`src/rtl/tx_framer_pkg.sv`:
```
// tx_framer_pkg: shared constants and types for the frame builder.
//   CRC32_POLY_R / CRC32_INIT / CRC32_XOROUT : reflected IEEE CRC-32 parameters
//   DEF_PRE_PATTERN / DEF_SYNC_WORD          : default preamble and header sync
//   framer_state_e                           : framer FSM encoding
package tx_framer_pkg;

    localparam logic [31:0] CRC32_POLY_R    = 32'hEDB8_8320;
    localparam logic [31:0] CRC32_INIT      = 32'hFFFF_FFFF;
    localparam logic [31:0] CRC32_XOROUT    = 32'hFFFF_FFFF;

    localparam logic [31:0] DEF_PRE_PATTERN = 32'hCCCC_CCCC;
    localparam logic [15:0] DEF_SYNC_WORD   = 16'hA5F0;

    typedef enum logic [2:0] {
        ST_IDLE,
        ST_PRE,
        ST_HDR,
        ST_PAY,
        ST_CRC
    } framer_state_e;

endpackage

```
`src/rtl/tx_framer_if.sv`:
```
// tx_framer_if: control, upstream payload and mapper-side word handshake.
//   start/len               : frame request and payload word count
//   pay_valid/pay_data      : upstream word source, pay_ack consumes a word
//   valid_o/data_o/ack_o    : framed word to the mapper (transfer = valid_o & ack_o)
//   busy/done               : framer status
// Modport slave is the framer; master is the surrounding environment.
interface tx_framer_if #(
    parameter int unsigned LEN_W = 16
);
    logic             start;
    logic [LEN_W-1:0] len;
    logic             pay_valid;
    logic [31:0]      pay_data;
    logic             pay_ack;
    logic             valid_o;
    logic [31:0]      data_o;
    logic             ack_o;
    logic             busy;
    logic             done;

    modport master (
        output start, len, pay_valid, pay_data, ack_o,
        input  pay_ack, valid_o, data_o, busy, done
    );

    modport slave (
        input  start, len, pay_valid, pay_data, ack_o,
        output pay_ack, valid_o, data_o, busy, done
    );
endinterface

```
`src/rtl/tx_framer_crc32_word.sv`:
```
// crc32_word: combinational 32-bit-parallel step of the reflected CRC-32.
//   crc_i : running CRC register
//   d_i   : data word, consumed byte 0 first, LSB first (i.e. bit 0 .. bit 31)
//   crc_o : CRC register after absorbing d_i
module crc32_word
    import tx_framer_pkg::*;
(
    input  logic [31:0] crc_i,
    input  logic [31:0] d_i,
    output logic [31:0] crc_o
);
    logic [31:0] c;
    logic        fb;

    always_comb begin
        c  = crc_i;
        fb = 1'b0;
        for (int unsigned i = 0; i < 32; i++) begin
            fb = c[0] ^ d_i[i];
            c  = {1'b0, c[31:1]} ^ (fb ? CRC32_POLY_R : '0);
        end
        crc_o = c;
    end
endmodule

```
`src/rtl/tx_framer.sv`:
```
// tx_framer: builds frames of PRE_WORDS preamble words, one header word
// {SYNC_WORD, len}, len payload words and one CRC-32 word over the payload.
//   CLK, RST : clock, asynchronous active-high reset
//   bus      : tx_framer_if slave (start/len, payload source, mapper output,
//              busy/done)
// The output is a single register reloaded whenever it is empty or its word
// is being acked (load = !valid_o | ack_o).
module tx_framer
    import tx_framer_pkg::*;
#(
    parameter int unsigned PRE_WORDS   = 2,
    parameter logic [31:0] PRE_PATTERN = DEF_PRE_PATTERN,
    parameter logic [15:0] SYNC_WORD   = DEF_SYNC_WORD,
    parameter int unsigned LEN_W       = 16
) (
    input  logic       CLK,
    input  logic       RST,
    tx_framer_if.slave bus
);
    localparam int unsigned      PRE_CW   = (PRE_WORDS > 1) ? $clog2(PRE_WORDS) : 1;
    localparam int unsigned      CNT_W    = (LEN_W > PRE_CW) ? LEN_W : PRE_CW;
    localparam logic [CNT_W-1:0] PRE_LAST = CNT_W'(PRE_WORDS - 1);

    framer_state_e    state_q, state_d;
    logic [LEN_W-1:0] len_q, len_d;
    logic [CNT_W-1:0] cnt_q, cnt_d;
    logic [31:0]      crc_q, crc_d;
    logic             valid_q, valid_d;
    logic [31:0]      data_q, data_d;
    logic             done_q, done_d;
    logic             crc_sent_q, crc_sent_d;

    logic             load;
    logic             pay_ack;
    logic [CNT_W-1:0] cnt_inc;
    logic [31:0]      crc_next;

    crc32_word u_crc (
        .crc_i (crc_q),
        .d_i   (bus.pay_data),
        .crc_o (crc_next)
    );

    assign load    = !valid_q || bus.ack_o;
    assign pay_ack = (state_q == ST_PAY) && load && bus.pay_valid;
    assign cnt_inc = cnt_q + CNT_W'(1);

    always_ff @(posedge CLK or posedge RST) begin
        if (RST) begin
            state_q    <= ST_IDLE;
            len_q      <= '0;
            cnt_q      <= '0;
            crc_q      <= CRC32_INIT;
            valid_q    <= 1'b0;
            data_q     <= '0;
            done_q     <= 1'b0;
            crc_sent_q <= 1'b0;
        end else begin
            state_q    <= state_d;
            len_q      <= len_d;
            cnt_q      <= cnt_d;
            crc_q      <= crc_d;
            valid_q    <= valid_d;
            data_q     <= data_d;
            done_q     <= done_d;
            crc_sent_q <= crc_sent_d;
        end
    end

    always_comb begin
        state_d    = state_q;
        len_d      = len_q;
        cnt_d      = cnt_q;
        crc_d      = crc_q;
        valid_d    = valid_q;
        data_d     = data_q;
        done_d     = 1'b0;
        crc_sent_d = crc_sent_q;

        // A loaded-but-not-refilled register empties; branches below refill it.
        if (load) begin
            valid_d = 1'b0;
        end

        unique case (state_q)
            ST_IDLE: begin
                // The accepting cycle already loads preamble word 0 so it is
                // visible on the very next cycle; cnt then indexes word 1.
                if (bus.start && load) begin
                    len_d      = bus.len;
                    crc_d      = CRC32_INIT;
                    crc_sent_d = 1'b0;
                    valid_d    = 1'b1;
                    data_d     = PRE_PATTERN;
                    if (PRE_WORDS == 1) begin
                        state_d = ST_HDR;
                        cnt_d   = '0;
                    end else begin
                        state_d = ST_PRE;
                        cnt_d   = CNT_W'(1);
                    end
                end
            end
            ST_PRE: begin
                if (load) begin
                    valid_d = 1'b1;
                    data_d  = PRE_PATTERN;
                    if (cnt_q == PRE_LAST) begin
                        state_d = ST_HDR;
                        cnt_d   = '0;
                    end else begin
                        cnt_d = cnt_inc;
                    end
                end
            end
            ST_HDR: begin
                if (load) begin
                    valid_d = 1'b1;
                    data_d  = {SYNC_WORD, 16'(len_q)};
                    cnt_d   = '0;
                    state_d = (len_q == '0) ? ST_CRC : ST_PAY;
                end
            end
            ST_PAY: begin
                if (pay_ack) begin
                    valid_d = 1'b1;
                    data_d  = bus.pay_data;
                    crc_d   = crc_next;
                    cnt_d   = cnt_inc;
                    if (cnt_inc == CNT_W'(len_q)) begin
                        state_d = ST_CRC;
                    end
                end
            end
            ST_CRC: begin
                // crc_sent distinguishes loading the CRC word from waiting
                // for its ack; the frame ends only on that ack.
                if (!crc_sent_q) begin
                    if (load) begin
                        valid_d    = 1'b1;
                        data_d     = crc_q ^ CRC32_XOROUT;
                        crc_sent_d = 1'b1;
                    end
                end else if (valid_q && bus.ack_o) begin
                    state_d    = ST_IDLE;
                    done_d     = 1'b1;
                    crc_sent_d = 1'b0;
                end
            end
            default: begin
                state_d = ST_IDLE;
            end
        endcase
    end

    assign bus.pay_ack = pay_ack;
    assign bus.valid_o = valid_q;
    assign bus.data_o  = data_q;
    assign bus.busy    = (state_q != ST_IDLE);
    assign bus.done    = done_q;
endmodule
```
`src/flat_wrapper.sv`:
```
// flat-port wrapper written by rule: the top's interface ports become plain ports
module tx_framer_flat import tx_framer_pkg::*;
#(
    parameter int unsigned PRE_WORDS   = 2,
    parameter logic [31:0] PRE_PATTERN = DEF_PRE_PATTERN,
    parameter logic [15:0] SYNC_WORD   = DEF_SYNC_WORD,
    parameter int unsigned LEN_W       = 16
)
  (CLK, RST, bus_start, bus_len, bus_pay_valid, bus_pay_data, bus_ack_o, bus_pay_ack, bus_valid_o, bus_data_o, bus_busy, bus_done);
  tx_framer_if #(.LEN_W(LEN_W)) bus_i ();
  input  logic CLK;
  input  logic RST;
  input wire logic [$bits(bus_i.start)-1:0] bus_start;
  input wire logic [$bits(bus_i.len)-1:0] bus_len;
  input wire logic [$bits(bus_i.pay_valid)-1:0] bus_pay_valid;
  input wire logic [$bits(bus_i.pay_data)-1:0] bus_pay_data;
  input wire logic [$bits(bus_i.ack_o)-1:0] bus_ack_o;
  output wire logic [$bits(bus_i.pay_ack)-1:0] bus_pay_ack;
  output wire logic [$bits(bus_i.valid_o)-1:0] bus_valid_o;
  output wire logic [$bits(bus_i.data_o)-1:0] bus_data_o;
  output wire logic [$bits(bus_i.busy)-1:0] bus_busy;
  output wire logic [$bits(bus_i.done)-1:0] bus_done;
  assign bus_i.start = bus_start;
  assign bus_i.len = bus_len;
  assign bus_i.pay_valid = bus_pay_valid;
  assign bus_i.pay_data = bus_pay_data;
  assign bus_i.ack_o = bus_ack_o;
  assign bus_pay_ack = bus_i.pay_ack;
  assign bus_valid_o = bus_i.valid_o;
  assign bus_data_o = bus_i.data_o;
  assign bus_busy = bus_i.busy;
  assign bus_done = bus_i.done;
  tx_framer #(.PRE_WORDS(PRE_WORDS), .PRE_PATTERN(PRE_PATTERN), .SYNC_WORD(SYNC_WORD), .LEN_W(LEN_W)) u_core (.CLK(CLK), .RST(RST), .bus(bus_i));
endmodule
```
`config.mk`:
```
export PLATFORM = sky130hd
export DESIGN_NAME = tx_framer_flat
export DESIGN_NICKNAME = d
export VERILOG_FILES = /design/src/rtl/tx_framer_pkg.sv /design/src/rtl/tx_framer_if.sv /design/src/rtl/tx_framer_crc32_word.sv /design/src/rtl/tx_framer.sv /design/src/flat_wrapper.sv
export SDC_FILE = /design/constraint.sdc
export NUM_CORES = 1
export LEC_CHECK = 0
export ABC_AREA = 1
export CAP_MARGIN = 10
export CORE_UTILIZATION = 54
export DETAILED_ROUTE_END_ITERATION = 10
export PLACE_DENSITY = 0.78
export SYNTH_ARGS = -nofsm -noshare
export SYNTH_HDL_FRONTEND = slang
export SYNTH_HIERARCHICAL = 1
export SYNTH_SLANG_ARGS = --single-unit
```
`constraint.sdc`:
```
create_clock -name CLK -period 3 [get_ports CLK]
set_input_delay 0.3 -clock CLK [delete_from_list [all_inputs] [get_ports CLK]]
set_output_delay 0.3 -clock CLK [all_outputs]
set_load 0.02 [all_outputs]
```
# After elaboration in Yosys (flattened, before gate mapping)
# Cells that the tools add are included.
[op_classes] addsub=1 eq_ne=16 n_mux=72 bitwise=65 n_reduce_logical=20
[ops] operator="32-bit 2-to-1 mux" count=40
[ops] operator="31-bit by 32-bit XOR with 32-bit output" count=32
[ops] operator="32-bit case mux with 5 select lines" count=1
[ops] operator="16-bit 2-to-1 mux" count=5
[ops] operator="16-bit case mux with 4 select lines" count=1
[ops] operator="32-bit case mux with 2 select lines" count=1
[ops] operator="32-bit NOT" count=1
[ops] operator="1-bit XOR" count=32
[ops] operator="3-bit 2-to-1 mux" count=9
[ops] operator="16-bit by 1-bit adder with 16-bit output (second input constant)" count=1
[ops] operator="16-bit by 1-bit equality test with 1-bit output (second input constant)" count=1
[ops] operator="16-bit equality test" count=1
[ops] operator="16-bit logical NOT" count=1
[ops] operator="3-bit case mux with 5 select lines" count=1
[ops] operator="2-bit by 1-bit != test with 1-bit output (second input constant)" count=7
[ops] operator="1-bit 2-to-1 mux" count=12
[ops] operator="8-bit AND reduction" count=1
[ops] operator="7-bit AND reduction" count=1
[ops] operator="3-bit by 2-bit equality test with 1-bit output (second input constant)" count=2
[ops] operator="2-bit != test (second input constant)" count=3
[ops] operator="5-bit AND reduction" count=1
[ops] operator="5-bit nonzero test" count=1
[ops] operator="1-bit logical AND" count=4
[ops] operator="1-bit case mux with 4 select lines" count=1
[ops] operator="12 further kinds" count=14
[totals] ff_bits=102 out_inout_bits=36 word_cells=182

# Logic depth before layout (Yosys ltp)
# Gate-level depths: netlist (run 1).
[logic_depth] ltp_word=98 mapped_depth=31 mapped_depth_nobuf=30

# By module
# The synthesis (run 1) kept the hierarchy.
[modules_own_cells] mod="tx_framer" instances=1 cells_each=670 area_per_inst_um2=5358.9 seq_area_each_um2=2592.5
[modules_own_cells] mod="crc32_word" instances=1 cells_each=987 area_per_inst_um2=5253.8 seq_area_each_um2=0.0

# Worst setup path after synthesis (run 1)
# OpenSTA, ideal clock, no wires.
[synth_path] path_type="reg-to-reg" startpoint="register u_core.crc_q[1]" endpoint="register u_core.crc_q[20]" setup_time_ps=84 arrival_ps=2792 required_time_ps=2916 setup_slack_ps=124 path_stages_with_launch=29 n_path_buf=1 period_less_slack_ps=2876 path_cell_list="dfstp_2 > inv_1 > nand2_2 > nand2_2 > buf_6 > nand2_2 > nand3_2 > nand2_1 > nand2_2 > nand2_4 > inv_4 > nand2_4 > nand2_4 > nand2_4 > inv_2 > nor2_4 > nand3_1 > nand2_2 > nand2_4 > nand2_8 > nand2_2 > nand2_4 > nand3_2 > nand2_4 > inv_2 > nand2_1 > nand2_1 > nor3_1 > a21oi_1"
[synth_via] elab_chain_len=46 elab_cells_between_ends=66 classes_between="18 x mux; 48 x bitwise"
[synth_rtl] item="from (decl)" line_no="tx_framer.sv:27" text="logic [31:0] crc_q, crc_d;"
[synth_rtl] item="from (signal assigned)" line_no="tx_framer.sv:62" text="crc_q <= crc_d;"
[synth_rtl] item="31-bit by 32-bit XOR with 32-bit output *" line_no="tx_framer_crc32_word.sv:20" text="c = {1'b0, c[31:1]} ^ (fb ? CRC32_POLY_R : '0);"
[synth_rtl] item="1-bit XOR *" line_no="tx_framer_crc32_word.sv:19" text="fb = c[0] ^ d_i[i];"
[synth_rtl] item="32-bit 2-to-1 mux *" line_no="tx_framer_crc32_word.sv:20"
[synth_rtl] item="31-bit by 32-bit XOR with 32-bit output * (6 in a row)" line_no="tx_framer_crc32_word.sv:20"
[synth_rtl] item="1-bit XOR" line_no="tx_framer_crc32_word.sv:19"
[synth_rtl] item="32-bit 2-to-1 mux" line_no="tx_framer_crc32_word.sv:20"
[synth_rtl] item="31-bit by 32-bit XOR with 32-bit output * (6 in a row)" line_no="tx_framer_crc32_word.sv:20"
[synth_rtl] item="1-bit XOR" line_no="tx_framer_crc32_word.sv:19"
[synth_rtl] item="(+16 left out)"
[synth_rtl] item="32-bit 2-to-1 mux" line_no="tx_framer_crc32_word.sv:20"
[synth_rtl] item="31-bit by 32-bit XOR with 32-bit output * (6 in a row)" line_no="tx_framer_crc32_word.sv:20"
[synth_rtl] item="1-bit XOR" line_no="tx_framer_crc32_word.sv:19"
[synth_rtl] item="32-bit 2-to-1 mux" line_no="tx_framer_crc32_word.sv:20"
[synth_rtl] item="31-bit by 32-bit XOR with 32-bit output *" line_no="tx_framer_crc32_word.sv:20"
[synth_rtl] item="net u_core.crc_next[20]" line_no="tx_framer.sv:36" text="logic [31:0] crc_next;"
[synth_rtl] item="32-bit 2-to-1 mux *" line_no="tx_framer.sv:125" text="if (pay_ack) begin"
[synth_rtl] item="32-bit case mux with 2 select lines *" line_no="tx_framer.sv:85" text="unique case (state_q)"
# The timed path passes the listed nets; every way through them passes the cells marked *. The select of a mux whose other input is x is not followed.
# A chain may end at the register's enable or synchronous reset.

# Final worst setup path (run 1)
[layout_path] startpoint="register u_core.crc_q[2]" endpoint="register u_core.crc_q[3]"
[layout_via] elab_chain_len=44 elab_cells_between_ends=52 classes_between="11 x mux; 41 x bitwise"
[layout_rtl] item="31-bit by 32-bit XOR with 32-bit output * (2 in a row)" line_no="tx_framer_crc32_word.sv:20"
[layout_rtl] item="1-bit XOR *" line_no="tx_framer_crc32_word.sv:19"
[layout_rtl] item="32-bit 2-to-1 mux *" line_no="tx_framer_crc32_word.sv:20"
[layout_rtl] item="31-bit by 32-bit XOR with 32-bit output * (6 in a row)" line_no="tx_framer_crc32_word.sv:20"
[layout_rtl] item="1-bit XOR or 31-bit by 32-bit XOR with 32-bit output (tied branches)" line_no="tx_framer_crc32_word.sv:19, tx_framer_crc32_word.sv:20"
[layout_rtl] item="32-bit 2-to-1 mux or 31-bit by 32-bit XOR with 32-bit output (tied branches)" line_no="tx_framer_crc32_word.sv:20"
[layout_rtl] item="31-bit by 32-bit XOR with 32-bit output * (6 in a row)" line_no="tx_framer_crc32_word.sv:20"
[layout_rtl] item="1-bit XOR or 31-bit by 32-bit XOR with 32-bit output (tied branches)" line_no="tx_framer_crc32_word.sv:19, tx_framer_crc32_word.sv:20"
[layout_rtl] item="(+8 left out)"
[layout_rtl] item="32-bit 2-to-1 mux or 31-bit by 32-bit XOR with 32-bit output (tied branches)" line_no="tx_framer_crc32_word.sv:20"
[layout_rtl] item="31-bit by 32-bit XOR with 32-bit output * (6 in a row)" line_no="tx_framer_crc32_word.sv:20"
[layout_rtl] item="1-bit XOR or 31-bit by 32-bit XOR with 32-bit output (tied branches)" line_no="tx_framer_crc32_word.sv:19, tx_framer_crc32_word.sv:20"
[layout_rtl] item="32-bit 2-to-1 mux or 31-bit by 32-bit XOR with 32-bit output (tied branches)" line_no="tx_framer_crc32_word.sv:20"
[layout_rtl] item="31-bit by 32-bit XOR with 32-bit output * (6 in a row)" line_no="tx_framer_crc32_word.sv:20"
[layout_rtl] item="net u_core.crc_next[3]" line_no="tx_framer.sv:36"
[layout_rtl] item="32-bit 2-to-1 mux *" line_no="tx_framer.sv:125"
[layout_rtl] item="32-bit case mux with 2 select lines *" line_no="tx_framer.sv:85"
# Marks and branches as above.

==> flow_summary.rst, run 1 <==
.. list-table::
   :header-rows: 1

   * - Metric
     - Value
   * - Vertical extent of the die
     - 142.2 um
   * - Setup_tns
     - -10.95 ns
   * - Antenna violations before repair
     - 0
   * - WP data required
     - 3.27 ns
   * - Final min period
     - 3.443 ns
   * - Post-CTS Hold Buffers
     - 0
   * - Primary FF master, synth
     - sky130_fd_sc_hd__dfrtp_1
   * - Area share of the largest cell type after synthesis
     - 0.2168
   * - Most frequent cell after synthesis
     - sky130_fd_sc_hd__nand2_1
   * - Mean routed wirelength per cell
     - 20.21 um
   * - Later-pin clock latency in the skew report
     - 0.35 ns
   * - Syn nets
     - 1712
   * - Most numerous cell types in the synthesized netlist
     - sky130_fd_sc_hd__nand2_1 (613), sky130_fd_sc_hd__nand3_1 (165), sky130_fd_sc_hd__inv_1 (142), sky130_fd_sc_hd__nand2_2 (93), sky130_fd_sc_hd__nor2_1 (90)
   * - Top-level port count
     - 89
   * - # placed instances
     - 2164
   * - Area of the placeable core
     - 18960 um2
   * - Synthesis-to-finish area growth
     - 47.70%
   * - Critical Path End Type
     - flop
   * - Number of H-tree levels
     - 3
   * - Count of nets left with antenna violations after detail routing
     - 0
   * - Final cycle utilization of the critical path
     - 1.148
   * - Share of post-route cells with drive strength above 1
     - 0.4003
   * - Final max-slew violation count
     - 0
   * - Final worst slack
     - -0.4427 ns
   * - Relative max-transition margin
     - 0.4326
   * - Grt total ovfl
     - 0
   * - RSZ-0062 raised after global routing
     - yes
   * - Worst setup path category
     - reg2reg
   * - Largest area contributor in the netlist
     - sky130_fd_sc_hd__nand2_1
   * - Count of maximum capacitance violations
     - 0
   * - Synth warn
     - 6
   * - Largest net degree at the start of global routing
     - 58
   * - Number of cells produced by synthesis
     - 1657
   * - Routed wire length
     - 44880 um
   * - Area of the die
     - 20220 um2
   * - Number of iterations in the first detailed-routing pass
     - 6
   * - Vias after detailed routing
     - 13125
   * - Worst reg2reg path startpoint
     - u_core/crc_q[2]
   * - Top cells by area, synth
     - sky130_fd_sc_hd__nand2_1 (22%), sky130_fd_sc_hd__dfrtp_1 (17%), sky130_fd_sc_hd__dfstp_2 (7.9%)
   * - Vias per cell
     - 5.910
   * - Number of diodes added for antenna fixing
     - 0
   * - Library cell used as clock root buffer
     - sky130_fd_sc_hd__clkbuf_16
   * - Residual DRC count
     - 0
   * - Post-synth design cell area
     - 10610 um2
   * - Post-Place Setup Slack
     - -0.7936 ns
   * - Critical register-to-register path endpoint
     - u_core/crc_q[3]
   * - Non-Filler Instances
     - 2221
   * - Async S/R FF share, synth
     - 1.000
   * - Clk pin slew, worst setup/hold paths
     - 0.08 ns
   * - Multi-input gate area in the final layout
     - 8990 um2
   * - Half-perimeter wire length after detailed placement
     - 31930 um
   * - Clock buffer count from CTS
     - 9
   * - Final Wtd Congestion
     - 1.018
   * - Hold_ws
     - 0.4364 ns
   * - Total track usage
     - 0.4168
   * - Port-buffer cells
     - 88
   * - Seq/Total Area, Yosys
     - 0.2443
   * - Setup skew after layout
     - 0.01667 ns
   * - Vias in the first global route
     - 11942
   * - Number of sinks handled by clock tree synthesis
     - 102
   * - Sequential cell area
     - 2592 um2
   * - Worst setup path start
     - u_core/crc_q[2]
   * - Logic depth of the worst register-to-register path
     - 22
   * - Worst reg-to-reg setup slack
     - -0.44 ns
   * - Mean Syn Cell Area
     - 6.405 um2
   * - Setup violations, final
     - 32
   * - Hold Fails Final Rpt
     - 0
   * - Classification of the worst-slack hold path
     - in2async
   * - Maximum clock insertion buffer count
     - 2
   * - Top fanout value on the critical path
     - 7
   * - CTS tree
     - built
   * - Count of state elements after synthesis
     - 102
   * - Width of the chip
     - 142.2 um
   * - Filler instances
     - 1224
   * - Net total in the final layout
     - 2011
   * - Worst Setup Start Kind
     - flop
   * - Post-synth cell types
     - 45
   * - Transition at the pin with the smallest max-transition slack
     - 0.8501 ns
   * - Number of flops mapped to enable cells by yosys
     - 0
   * - Effective utilization at floorplan
     - 0.5599
   * - Critical path destination
     - u_core/crc_q[3]
   * - Iteration-0 DRC Markers
     - 1573
   * - Number of placement rows
     - 50
   * - Data arrival time at the worst-slack endpoint
     - 3.72 ns
   * - Wire length of the first global-routing pass
     - 63870 um
   * - Failing checks
     - setup timing
   * - Run status
     - finished with violations
   * - Peak Freq
     - 290.5 MHz
-- through the flow --
stage / cell area (um2) / utilization
floorplan: 10610 / -
global placement: 13100 / 0.6909
detailed placement: 13100 / 0.6909
CTS: 14720 / 0.7767
global route: 15680 / 0.8269
finish: 15680 / 0.8269
-- critical path, cell delays in order, from the launching register on --
cell and delay [ns]:
sky130_fd_sc_hd__dfstp_2 0.60, sky130_fd_sc_hd__nand2_1 0.12, sky130_fd_sc_hd__nand2_4 0.13, sky130_fd_sc_hd__nand2_1 0.11, sky130_fd_sc_hd__nand2_1 0.14, sky130_fd_sc_hd__buf_4 0.17
sky130_fd_sc_hd__nand2_2 0.08, sky130_fd_sc_hd__buf_6 0.12, sky130_fd_sc_hd__nand3b_1 0.12, sky130_fd_sc_hd__nand2_4 0.09, sky130_fd_sc_hd__nand2_4 0.08, sky130_fd_sc_hd__inv_2 0.04
sky130_fd_sc_hd__nor2_4 0.20, sky130_fd_sc_hd__nand2_2 0.10, sky130_fd_sc_hd__nand2_2 0.10, sky130_fd_sc_hd__nor2_2 0.05, sky130_fd_sc_hd__nor2_4 0.21, sky130_fd_sc_hd__nand2_4 0.13
sky130_fd_sc_hd__nand2_8 0.11, sky130_fd_sc_hd__xor2_4 0.23, sky130_fd_sc_hd__xor2_2 0.21, sky130_fd_sc_hd__nor2_1 0.08, sky130_fd_sc_hd__o21ai_1 0.14
-- final cells by class --
| type | count | share of cell area |
|---|---|---|
| clock inverter | 5 | 0.004231 |
| tap | 260 | 0.02075 |
| inverter | 187 | 0.04670 |
| clock buffer | 11 | 0.01485 |
| multi-input combinational | 1336 | 0.5735 |
| sequential | 102 | 0.1654 |
| timing repair buffer | 320 | 0.1746 |
-- state kept, by name, summed over array words and instances (netlist names) --
signal	flops
u_core/len_q	16
u_core/crc_sent_q	1
u_core/state_q	3
u_core/bus.valid_o	1
u_core/crc_q	32
u_core/bus.done	1
u_core/cnt_q	16
u_core/bus.data_o	32
-- kinds of logic after synthesis --
group | synth area share
adder cells (fa/ha/maj) | 0.002358
flip-flops | 0.2443
AND/OR/NAND/NOR | 0.4827
XOR/XNOR | 0.1047
buffers and inverters | 0.08465
AO/OA/AOI/OAI | 0.08135
-- timing repair --
item	CTS	global route
gates resized for setup	256	193
endpoints found under the setup margin	32	32
pin swaps	143	85
gates cloned	1	0
setup buffers	29	13
-- cells in the final DEF, fill, tap and decap left out, types with 22 or more instances in the layout --
master | Yosys | layout
sky130_fd_sc_hd__nand2_1 | 613 | 464
sky130_fd_sc_hd__buf_4 | 7 | 214
sky130_fd_sc_hd__nand2_2 | 93 | 161
sky130_fd_sc_hd__inv_1 | 142 | 130
sky130_fd_sc_hd__nand3_1 | 165 | 114
sky130_fd_sc_hd__nand2_4 | 40 | 102
sky130_fd_sc_hd__clkdlybuf4s50_1 | 0 | 87
sky130_fd_sc_hd__nor2_1 | 90 | 79
sky130_fd_sc_hd__dfrtp_1 | 70 | 70
sky130_fd_sc_hd__xor2_1 | 87 | 54
sky130_fd_sc_hd__nand3_2 | 20 | 48
sky130_fd_sc_hd__inv_2 | 41 | 46
sky130_fd_sc_hd__dfstp_2 | 32 | 32
sky130_fd_sc_hd__o21ai_1 | 16 | 31
sky130_fd_sc_hd__o21ai_0 | 47 | 31
sky130_fd_sc_hd__xor2_2 | 0 | 30
sky130_fd_sc_hd__nand3_4 | 0 | 23
sky130_fd_sc_hd__xnor2_1 | 31 | 22
sky130_fd_sc_hd__nand2_8 | 2 | 22
-- layer usage --
layer	up-vias	track usage	routed length [um]
met5	-	0	0
met4	0	0.2077	2877
met3	239	0.06662	4510
met2	899	0.6587	20260
met1	6152	0.5530	17220
li1	5835	-	-
-- worst min-delay path by stage --
stage,to
finish,u_core/bus.data_o[1]
floorplan,u_core/len_q[0]
detailed placement,u_core/bus.data_o[8]
global route,u_core/bus.data_o[2]
CTS,u_core/bus.data_o[31]
global placement,u_core/bus.data_o[8]
Power of run 1 is not shown: default switching activity piles up to over one toggle a cycle in this logic, so the estimate is an artifact.
==> inputs of run 2 (changes only) <==
--- a/config.mk
+++ b/config.mk
@@ -8,6 +8,7 @@
 export ABC_AREA = 1
 export CAP_MARGIN = 10
 export CORE_UTILIZATION = 54
+export CTS_CLUSTER_SIZE = 25
 export DETAILED_ROUTE_END_ITERATION = 10
 export PLACE_DENSITY = 0.78
 export SYNTH_ARGS = -nofsm -noshare
==> results of run 2 <==
Final layout, timing and power as in run 1 (identical DEF).
Power of run 2 is left out for the same reason.
